===== config.mk =====
export PLATFORM = sky130hd
export DESIGN_NAME = periph_rr_arb
export DESIGN_NICKNAME = d
export VERILOG_FILES = /design/src/rtl/periph_rr_arb.sv
export SDC_FILE = /design/constraint.sdc
export NUM_CORES = 1
export LEC_CHECK = 0
export ABC_AREA = 1
export ABC_CLOCK_PERIOD_IN_PS = 1800
export CELL_PAD_IN_SITES_DETAIL_PLACEMENT = 1
export CELL_PAD_IN_SITES_GLOBAL_PLACEMENT = 2
export CORE_MARGIN = 2
export CORE_UTILIZATION = 12
export CTS_BUF_LIST = sky130_fd_sc_hd__clkbuf_8
export CTS_CLUSTER_DIAMETER = 150
export CTS_CLUSTER_SIZE = 8
export DETAILED_ROUTE_END_ITERATION = 10
export GPL_TIMING_DRIVEN = 0
export HOLD_SLACK_MARGIN = 0.05
export PLACE_DENSITY_LB_ADDON = 0.1
export SLEW_MARGIN = 15
export SYNTH_ARGS = -nofsm -noshare
export SYNTH_HDL_FRONTEND = slang
export SYNTH_SLANG_ARGS = --single-unit

===== constraint.sdc =====
create_clock -name clk -period 1.8 [get_ports clk]
set_input_delay 0.18 -clock clk [delete_from_list [all_inputs] [get_ports clk]]
set_output_delay 0.18 -clock clk [all_outputs]
set_load 0.02 [all_outputs]

===== src/rtl/periph_rr_arb.sv =====
`default_nettype none
// ============================================================================
//  Module   : periph_rr_arb
//  Purpose  : Round-robin arbiter that funnels N_CH requester channels onto
//             one peripheral slave port. Request and response paths are
//             purely combinational. An in-order tracker FIFO records which
//             channel owns each outstanding transaction so that each slave
//             response can be routed back to its channel.
//
//  Ports    : clk, rst_n               clock / async active-low reset
//             req_i, add_i, wen_i,     per-channel request and payload,
//             atop_i, wdata_i, be_i    packed channel-major
//             gnt_o, r_valid_o         per-channel grant / response valid
//             r_rdata_o                response data (shared by all channels)
//             req_o .. be_o, gnt_i     slave-side request handshake
//             r_valid_i, r_rdata_i     slave response, in request order
//             err_o                    sticky: response with nothing pending
//
//  Notes    : MAX_OUTST must be a power of two and at least 2.
//  Revision : 1.0 - initial release
// ============================================================================
module periph_rr_arb #(
    parameter int N_CH       = 4,
    parameter int ADDR_WIDTH = 32,
    parameter int DATA_WIDTH = 32,
    parameter int MAX_OUTST  = 4
) (
    input  logic                             clk,
    input  logic                             rst_n,
    // requester side
    input  logic [N_CH-1:0]                  req_i,
    input  logic [N_CH*ADDR_WIDTH-1:0]       add_i,
    input  logic [N_CH-1:0]                  wen_i,
    input  logic [N_CH*6-1:0]                atop_i,
    input  logic [N_CH*DATA_WIDTH-1:0]       wdata_i,
    input  logic [N_CH*(DATA_WIDTH/8)-1:0]   be_i,
    output logic [N_CH-1:0]                  gnt_o,
    output logic [N_CH-1:0]                  r_valid_o,
    output logic [DATA_WIDTH-1:0]            r_rdata_o,
    // slave side
    output logic                             req_o,
    output logic [ADDR_WIDTH-1:0]            add_o,
    output logic                             wen_o,
    output logic [5:0]                       atop_o,
    output logic [DATA_WIDTH-1:0]            wdata_o,
    output logic [(DATA_WIDTH/8)-1:0]        be_o,
    input  logic                             gnt_i,
    input  logic                             r_valid_i,
    input  logic [DATA_WIDTH-1:0]            r_rdata_i,
    // status
    output logic                             err_o
);

    localparam int c_BE_WIDTH = DATA_WIDTH / 8;
    localparam int c_IDX_W    = (N_CH > 1) ? $clog2(N_CH) : 1;
    // scan sum needs one extra bit: rr_ptr + offset can reach 2*N_CH-2
    localparam int c_SUM_W    = c_IDX_W + 1;
    localparam int c_AW       = $clog2(MAX_OUTST);
    localparam int c_PW       = c_AW + 1;
    localparam logic [N_CH-1:0] c_ONE = {{(N_CH-1){1'b0}}, 1'b1};

    // ------------------------------------------------------------------
    // Unpack the flattened per-channel payload buses
    // ------------------------------------------------------------------
    logic [ADDR_WIDTH-1:0] w_add   [N_CH];
    logic [5:0]            w_atop  [N_CH];
    logic [DATA_WIDTH-1:0] w_wdata [N_CH];
    logic [c_BE_WIDTH-1:0] w_be    [N_CH];

    generate
        for (genvar g = 0; g < N_CH; g++) begin : g_unpack
            assign w_add[g]   = add_i[g*ADDR_WIDTH +: ADDR_WIDTH];
            assign w_atop[g]  = atop_i[g*6 +: 6];
            assign w_wdata[g] = wdata_i[g*DATA_WIDTH +: DATA_WIDTH];
            assign w_be[g]    = be_i[g*c_BE_WIDTH +: c_BE_WIDTH];
        end
    endgenerate

    // ------------------------------------------------------------------
    // State
    // ------------------------------------------------------------------
    logic [c_IDX_W-1:0] r_rr_ptr;
    logic [c_PW-1:0]    r_wr_ptr;
    logic [c_PW-1:0]    r_rd_ptr;
    logic [c_IDX_W-1:0] r_fifo [MAX_OUTST];
    logic               r_err;

    // ------------------------------------------------------------------
    // Winner selection: first asserted request at or above r_rr_ptr,
    // wrapping to channel 0. With no request the winner stays at r_rr_ptr
    // so the slave payload is deterministic.
    // ------------------------------------------------------------------
    logic [c_IDX_W-1:0] w_winner;
    logic [c_IDX_W-1:0] w_rr_next;
    logic [c_SUM_W-1:0] w_scan;
    logic               w_found;

    always_comb begin
        w_winner = r_rr_ptr;
        w_found  = 1'b0;
        w_scan   = '0;
        for (int i = 0; i < N_CH; i++) begin
            w_scan = {1'b0, r_rr_ptr} + c_SUM_W'(i);
            if (w_scan >= c_SUM_W'(N_CH)) begin
                w_scan = w_scan - c_SUM_W'(N_CH);
            end
            if (!w_found && req_i[w_scan[c_IDX_W-1:0]]) begin
                w_found  = 1'b1;
                w_winner = w_scan[c_IDX_W-1:0];
            end
        end
    end

    assign w_rr_next = (w_winner == c_IDX_W'(N_CH - 1)) ? '0
                                                        : w_winner + c_IDX_W'(1);

    // ------------------------------------------------------------------
    // Outstanding tracker status (extra MSB distinguishes full from empty)
    // ------------------------------------------------------------------
    logic               w_full;
    logic               w_empty;
    logic [c_IDX_W-1:0] w_head;

    assign w_full  = (r_wr_ptr[c_AW] != r_rd_ptr[c_AW]) &&
                     (r_wr_ptr[c_AW-1:0] == r_rd_ptr[c_AW-1:0]);
    assign w_empty = (r_wr_ptr == r_rd_ptr);
    assign w_head  = r_fifo[r_rd_ptr[c_AW-1:0]];

    // ------------------------------------------------------------------
    // Handshakes. rst_n gates the outputs directly so nothing is granted
    // or returned while reset is held. req_o uses the registered full
    // flag, so a pop in a full cycle frees a slot only for the next one.
    // ------------------------------------------------------------------
    logic w_push;
    logic w_pop;

    assign req_o  = rst_n & (|req_i) & ~w_full;
    assign w_push = req_o & gnt_i;
    assign w_pop  = rst_n & r_valid_i & ~w_empty;

    assign gnt_o     = w_push ? (c_ONE << w_winner) : '0;
    assign r_valid_o = w_pop  ? (c_ONE << w_head)   : '0;
    assign r_rdata_o = r_rdata_i;

    // slave payload follows the current winner
    assign add_o   = w_add[w_winner];
    assign wen_o   = wen_i[w_winner];
    assign atop_o  = w_atop[w_winner];
    assign wdata_o = w_wdata[w_winner];
    assign be_o    = w_be[w_winner];

    assign err_o = r_err;

    // ------------------------------------------------------------------
    // Registers
    // ------------------------------------------------------------------
    always_ff @(posedge clk or negedge rst_n) begin
        if (!rst_n) begin
            r_rr_ptr <= '0;
            r_wr_ptr <= '0;
            r_rd_ptr <= '0;
            r_err    <= 1'b0;
        end else begin
            if (w_push) begin
                r_rr_ptr <= w_rr_next;
                r_wr_ptr <= r_wr_ptr + c_PW'(1);
            end
            if (w_pop) begin
                r_rd_ptr <= r_rd_ptr + c_PW'(1);
            end
            // a response with nothing outstanding is a protocol violation
            if (r_valid_i && w_empty) begin
                r_err <= 1'b1;
            end
        end
    end

    // Tracker storage needs no reset: entries are only read when valid.
    always_ff @(posedge clk) begin
        if (w_push) begin
            r_fifo[r_wr_ptr[c_AW-1:0]] <= w_winner;
        end
    end

endmodule
`default_nettype wire


* Word-level counts from Yosys, hierarchy flattened *
Memories as Yosys holds them, arrays and structs flattened.
Cells that the tools add are included.

operators by class
  add/subtract/negate cells = 10
  $mul = 0
  div/mod/pow operators = 0
  magnitude comparators = 10
  eq/ne operators = 4
  shift-type cells = 2
  mux-type cells = 38
  bitwise operators = 8
  reductions and logical operators = 9

operator list
  kind                                                 count
  binary-select mux 32 bit (select 2 bit)              2
  2-to-1 mux 32 bit                                    4
  2-to-1 mux 2 bit                                     9
  2-to-1 mux 4 bit                                     4
  < comparator 2 x 3 -> 1 bit, second input constant   5
  binary-select mux 6 bit (select 2 bit)               1
  >= comparator 3 bit, second input constant           4
  2-to-1 mux 6 bit                                     2
  binary-select mux 1 bit (select 2 bit)               5
  2-to-1 mux 1 bit                                     10
  binary-select mux 4 bit (select 2 bit)               1
  left shift 1 x 2 -> 4 bit, first input constant      2
  subtractor 2 x 1 -> 2 bit, second input constant     4
  adder 2 x 2 -> 3 bit, second input constant          2
  adder 3 x 1 -> 3 bit, second input constant          2
  AND 1 bit                                            5
  logical AND 1 bit                                    5
  OR reduction 4 bit                                   1
  adder 2 x 1 -> 3 bit, second input constant          1
  == test 3 bit                                        1
  >= comparator 2 x 3 -> 1 bit, second input constant  1
  logical NOT 1 bit                                    3
  NOT 2 -> 3 bit                                       1
  adder 2 x 1 -> 2 bit, second input constant          1
  4 further kinds                                      5

word-level totals
  flip-flop bits (word level) = 9
  bits in latches = 0
  memory bits (writable) = 8
  bits in read-only memories = 0
  bits of input ports = 340
  output and inout bits = 117
  memories kept = 1

memory list
  memory  words  bits a word  rd ports  clocked after memory_dff  wr ports  line  source
  r_fifo  4      2            1         0                         1         85    logic [c_IDX_W-1:0] r_fifo [MAX_OUTST];

* Depth between registers and ports, before layout *
  depth after elaboration = 18
  gate-level depth with buffers = 17
  depth with buffers taken out = 15

* Least setup slack after synthesis *
No wires, ideal clock.

  path kind = flip-flop to output port
  start point = reg r_rr_ptr[0]
  end point = out gnt_o[3]
  arrival = 2015 ps
  required time = 1620 ps
  setup slack = -395 ps
  cell stages (with the launch flop) = 16
  buffers on the path = 3
  path through = dfrtp_1 inv_2 buf_6 nand2_1 nand2_1 nand2_1 nand2_1 nand2_4 nor2_8 nand2_2 buf_6 buf_2 nand2_1 ha_1 inv_1 nor2_1

between the ends
  longest elaborated chain between the ends = 16

RTL lines
  item                                                                           line  source
  from (decl)                                                                    82    logic [c_IDX_W-1:0] r_rr_ptr;
  from (signal assigned)                                                         165   r_rr_ptr <= w_rr_next;
  parallel branches: the longest is 13 deep, another holds adder 2 x 1 -> 3 bit  --
  2-to-1 mux 2 bit (*)                                                           107   if (!w_found && req_i[w_scan[c_IDX_W-1:0]]) begin
  left shift 1 x 2 -> 4 bit (*)                                                  141   assign gnt_o = w_push ? (c_ONE << w_winner) : '0;
  2-to-1 mux 4 bit (*)                                                           141
  to (decl)                                                                      37    output logic [N_CH-1:0] gnt_o,

Every way passes the cells marked *. The select of a mux whose other input is x is not followed.

* Worst setup path after layout *
  start point = reg r_rr_ptr[0]
  end point = out add_o[17]

between the ends
  longest elaborated chain between the ends = 18

RTL lines
  item                                                                           line  source
  parallel branches: the longest is 13 deep, another holds adder 2 x 1 -> 3 bit  --
  2-to-1 mux 2 bit (*)                                                           107
  NOT 2 -> 3 bit (implied by the code) (*)                                       146   assign add_o = w_add[w_winner];
  binary-select mux 32 bit (select 2 bit) (*)                                    146
  2-to-1 mux 32 bit (implied by the code) (*) (2 in a row)                       146
  to (decl)                                                                      42    output logic [ADDR_WIDTH-1:0] add_o,

Marked as above.

==> results.md <==
Outcome:
- The flow ran to the end, but the final reports show violations.
- The final reports fail on negative setup slack.

Yosys:
- Of the post-synthesis cell area, the dominant cell type holds 0.327.
- The sequential cell area fraction in the yosys report is 0.0937.
- The largest family of logic cells by synthesized area is simple AND/OR/NAND/NOR gates.
- The synthesized design spends more area on one cell type than any other, namely sky130_fd_sc_hd__nand2_1.
- Of the total synthesized cell area, the portion taken by full adders, half adders and majority gates is 0.0151.
- The most frequently used flop master after synthesis is sky130_fd_sc_hd__dfrtp_1.
- The distinct cell type count after synthesis is 30.
- The XOR/XNOR share of the synthesized area is 0.0123.
- The number of standard cells after synthesis is 957.
- Of the total synthesized cell area, the portion taken by AND, OR, NAND and NOR gates is 0.690.
- Averaged over all synthesized cells, the footprint is 5.19 sq um.
- The complex-gate fraction of the synthesized area was 0.0131.
- The post-synthesis cell area is 0.00497 sq mm.
- The number of warnings issued by yosys is 0.
- The synthesized net count is 1303.
- In the synthesized netlist the async set-or-reset flop fraction comes to 0.529.
- Counting flops with a built-in enable in the synthesized netlist gives 8.
- Ranked by total cell area, the synthesized netlist is headed by sky130_fd_sc_hd__nand2_1, sky130_fd_sc_hd__nand3_1, sky130_fd_sc_hd__buf_4, sky130_fd_sc_hd__edfxtp_1, sky130_fd_sc_hd__dfrtp_1.
- The flip-flop and latch count after synthesis is 17.
- The fraction of synthesized area in multiplexers is 0.

Flow run:
- Across the run, the number of max-cap violations was 0.

Die:
- Row generation in the floorplan step produced 74 rows.
- The y dimension of the die is 207 microns.
- The core region is 0.0408 sq mm.
- The top-level port count is 457.
- The floorplan step defined a die boundary enclosing 0.0430 sq mm.
- The die boundary width is 207 microns.
- The initial utilization of the core area, before any placement, comes to 0.122.

Timing:
- The count of endpoints failing setup in the final report is 85.
- The timing-limited maximum frequency is 382 MHz.
- The final critical-path required period is 2.62 ns.
- The slew at the pin with the worst max-slew slack is 0.466 ns.
- The number of pins with negative max-slew slack in the final report is 0.
- On the final layout, the worst hold slack is 0.482 ns.
- Between clock sinks in the finished design, the worst skew comes to 0.00458 ns.
- Setup repair after global routing could not meet its margin everywhere.
- The post-layout worst setup margin is -0.815 ns.
- The worst pin sits at a relative slew slack of 0.689.
- Of the available clock period, the critical path in the final layout requires 1.45.
- The hold violation total from the final report is 0.
- Setup total negative slack on the finished layout was measured at -61.54 ns.

Global routing:
- In the global route stage, overall resource usage came out at 0.166.
- The wire length of the first global-routing pass is 55.2 mm.
- The initial antenna violation count is 10.
- The largest net degree at the start of global routing is 12.
- The number of global-route vias before repair was 8740.
- The remaining global-route overflow is 0.

Finish:
- The net count reported at finish is 1776.
- The final core area utilization is 0.305.
- Compared with the post-synthesis result, the final layout area differs by 150%.
- The leading cell type in the layout, fill and taps excluded is sky130_fd_sc_hd__clkdlybuf4s50_1.
- In the final layout, the share of cells above drive strength 1 is 0.388.
- In the layout the commonest cells are sky130_fd_sc_hd__clkdlybuf4s50_1, sky130_fd_sc_hd__nand2_1, sky130_fd_sc_hd__nand3_1.
- The finished layout holds 1966 standard cells, fillers aside.
- The summed area of non-filler cells in the final layout is 0.0124 sq mm.

CTS:
- The root buffer selected by CTS is sky130_fd_sc_hd__clkbuf_8.
- The maximum buffer depth of the clock tree is 2.
- The clock-pin slew reported for the worst setup and hold paths after clock tree synthesis is 0.07 ns.
- The clock latency on the worst-skew pair is 0.26 ns.
- TritonCTS built the clock tree.
- Clock tree synthesis found a total of 17 sinks.
- The number of levels in the clock H-tree is 1.
- The number of CTS-inserted buffers is 3.

Power:
- The design draws 33.4 mW.
- The leakage power is 5.84 nW.
- The fraction of power consumed by sequential logic is 0.023.
- The largest vdd supply drop is 1270 uV.
- Of the total power, the share spent switching nets is 0.544.
- The power dissipated by switching net loads is 18.2 mW.
- The total power divided by cell area is 2680 mW/mm^2.
- Of the total power, combinational logic draws 0.968.
- The internal power of the cells totals 15.2 mW.
- Of the total power, the clock network draws 0.009.

Route:
- The vias per cell is 4.19.
- Once detail routing completed, the nets flagged for antenna violations numbered 0.
- The first-pass iteration count of the detailed router is 4.
- For this block, the via count after detailed routing is 8228.
- The detailed router finished its first iteration with 282 violations.
- The mean routed wirelength per cell is 19.5 microns.
- The post-detailed-routing wire length is 38.4 mm.
- For this run, design rule violations remaining after detail routing come to 0.

Critical path:
- In this design, the critical path's most frequently occurring cell is sky130_fd_sc_hd__nand2_2.
- The cell family with the largest share of critical-path delay is simple AND/OR/NAND/NOR gates.
- STA classifies the critical path endpoint as a primary output.
- The delay of the slowest cell on the worst path is 0.42 ns.
- The startpoint kind of the worst setup timing path is a register.
- The worst path buffer plus inverter count is 5.
- The highest-delay cell along the critical path is sky130_fd_sc_hd__dfrtp_1.
- The data arrival time of the critical path is 2.44 ns.
- Data on the critical path is required at its endpoint by 1.62 ns.
- The critical path in this run is classified as register to primary output.
- The critical-path maximum fanout is 10.
- The signal on the critical path passes through inv_2 > buf_8 > nand2_4 > nand2_4 > nand2_2 > nand2_2 > nand2_4 > nor2_8 > nand2_8 > buf_16 > buf_8 > nand3_1 > nand2_2 > nand2_1 > nand2_2 > buf_4.

Place:
- Detailed placement ended at an HPWL of 30.7 mm.
- At the end of routability-driven placement, the weighted congestion stood at 0.776.
- After detailed placement, the design holds a cell count of 1913.
- The post-detailed-placement cell area is 0.0102 sq mm.
- Prior to clock tree synthesis, the placed netlist has a worst setup slack of -1.50 ns.
- The count of buffers added on input and output ports is 424.

Min path:
- The worst hold-check path type is register to register.
## worst reg2reg max path: stages, from the launching register on
cell and delay (ns):
sky130_fd_sc_hd__dfrtp_1 0.42, sky130_fd_sc_hd__inv_2 0.13, sky130_fd_sc_hd__buf_8 0.14, sky130_fd_sc_hd__nand2_4 0.05
sky130_fd_sc_hd__nand2_4 0.08, sky130_fd_sc_hd__nand2_2 0.06, sky130_fd_sc_hd__nand2_2 0.09, sky130_fd_sc_hd__nand2_4 0.08
sky130_fd_sc_hd__nor2_8 0.22, sky130_fd_sc_hd__nand2_2 0.13, sky130_fd_sc_hd__nand2_4 0.14, sky130_fd_sc_hd__buf_6 0.19
sky130_fd_sc_hd__ha_4 0.16, sky130_fd_sc_hd__inv_4 0.04, sky130_fd_sc_hd__nand3_1 0.07, sky130_fd_sc_hd__o21ai_1 0.06
## synth_stat cells (2+ instances only)
master                     instances
sky130_fd_sc_hd__buf_2            37
sky130_fd_sc_hd__buf_4            49
sky130_fd_sc_hd__buf_6            12
sky130_fd_sc_hd__buf_8             2
sky130_fd_sc_hd__clkbuf_1         12
sky130_fd_sc_hd__dfrtp_1           9
sky130_fd_sc_hd__edfxtp_1          8
sky130_fd_sc_hd__ha_1              6
sky130_fd_sc_hd__inv_1            19
sky130_fd_sc_hd__inv_2             4
sky130_fd_sc_hd__nand2_1         433
sky130_fd_sc_hd__nand2_2           8
sky130_fd_sc_hd__nand2_4           6
sky130_fd_sc_hd__nand3_1         311
sky130_fd_sc_hd__nand3_2           4
sky130_fd_sc_hd__nor2_1           13
sky130_fd_sc_hd__o21ai_0           6
sky130_fd_sc_hd__xnor2_1           4
sky130_fd_sc_hd__xor2_1            3
## logic make-up (layout without fill, tap and decap cells)
family,count (synthesis),in the layout
xor gates and xnor gates,7,7
and+or+nand+nor,779,779
DFF,17,17
adders and majority gates,6,6
buffers and inverters,137,609
other,0,5
AOI/OAI and AO/OA,11,11
## repair_timing
item,4_1_cts,5_1_grt
endpoints found under the setup margin,105,105
hold buffers,1,0
gates resized for setup,562,339
pin swaps,11,96
endpoints found under the hold margin,9,0
cloned,3,12
setup buffers,19,14
## flip-flops by register name, indices dropped and copies added, names as in the netlist
register / count
r_fifo: 8
r_wr_ptr: 3
r_rr_ptr: 2
err_o: 1
r_rd_ptr: 3
## power groups by stage
| stage | Sequential [mW] | Clock [mW] | Combinational, mW |
|---|---|---|---|
| floorplan | 0.726 | 0 | 15.5 |
| global placement | 0.756 | 0 | 26.5 |
| detailed placement | 0.754 | 0 | 26.4 |
| CTS | 0.748 | 0.315 | 28.3 |
| global route | 0.790 | 0.327 | 35.2 |
| finish | 0.765 | 0.300 | 32.3 |
## path summary, 6_finish.rpt
check	start	end	slack (ns)	cells after the start
max	r_rr_ptr[0]	add_o[17]	-0.82	16
min	err_o	err_o	0.48	1
max reg2reg	r_rr_ptr[0]	r_rr_ptr[0]	-0.37	15
min reg2reg	err_o	err_o	0.48	1
max in group asynchronous	rst_n	r_rd_ptr[0]	0.73	2
min in group asynchronous	rst_n	r_wr_ptr[2]	0.72	2
## layout make-up
cell class	count	area, sq um
multi-input cells	803	4790
fillers	4912	28400
well taps	532	666
diodes	5	12.5
repair buffers	472	5020
inverters	23	96.3
clock inverters	1	7.51
plain buffers	110	1340
clock buffers	3	41.3
flip-flops and latches	17	470
## routing by layer
| metal | global-route usage | wire length (microns) | up-vias | part of all wire |
|---|---|---|---|---|
| met3 | 0.0567 | 3270 | 18 | 0.085 |
| met2 | 0.311 | 19600 | 265 | 0.51 |
| met5 | 0 | 68 | - | 0.0018 |
| li1 | - | - | 4058 | - |
| met1 | 0.189 | 15300 | 3877 | 0.40 |
| met4 | 0.00887 | 155 | 10 | 0.0040 |
(Power assumes the default switching activity.)
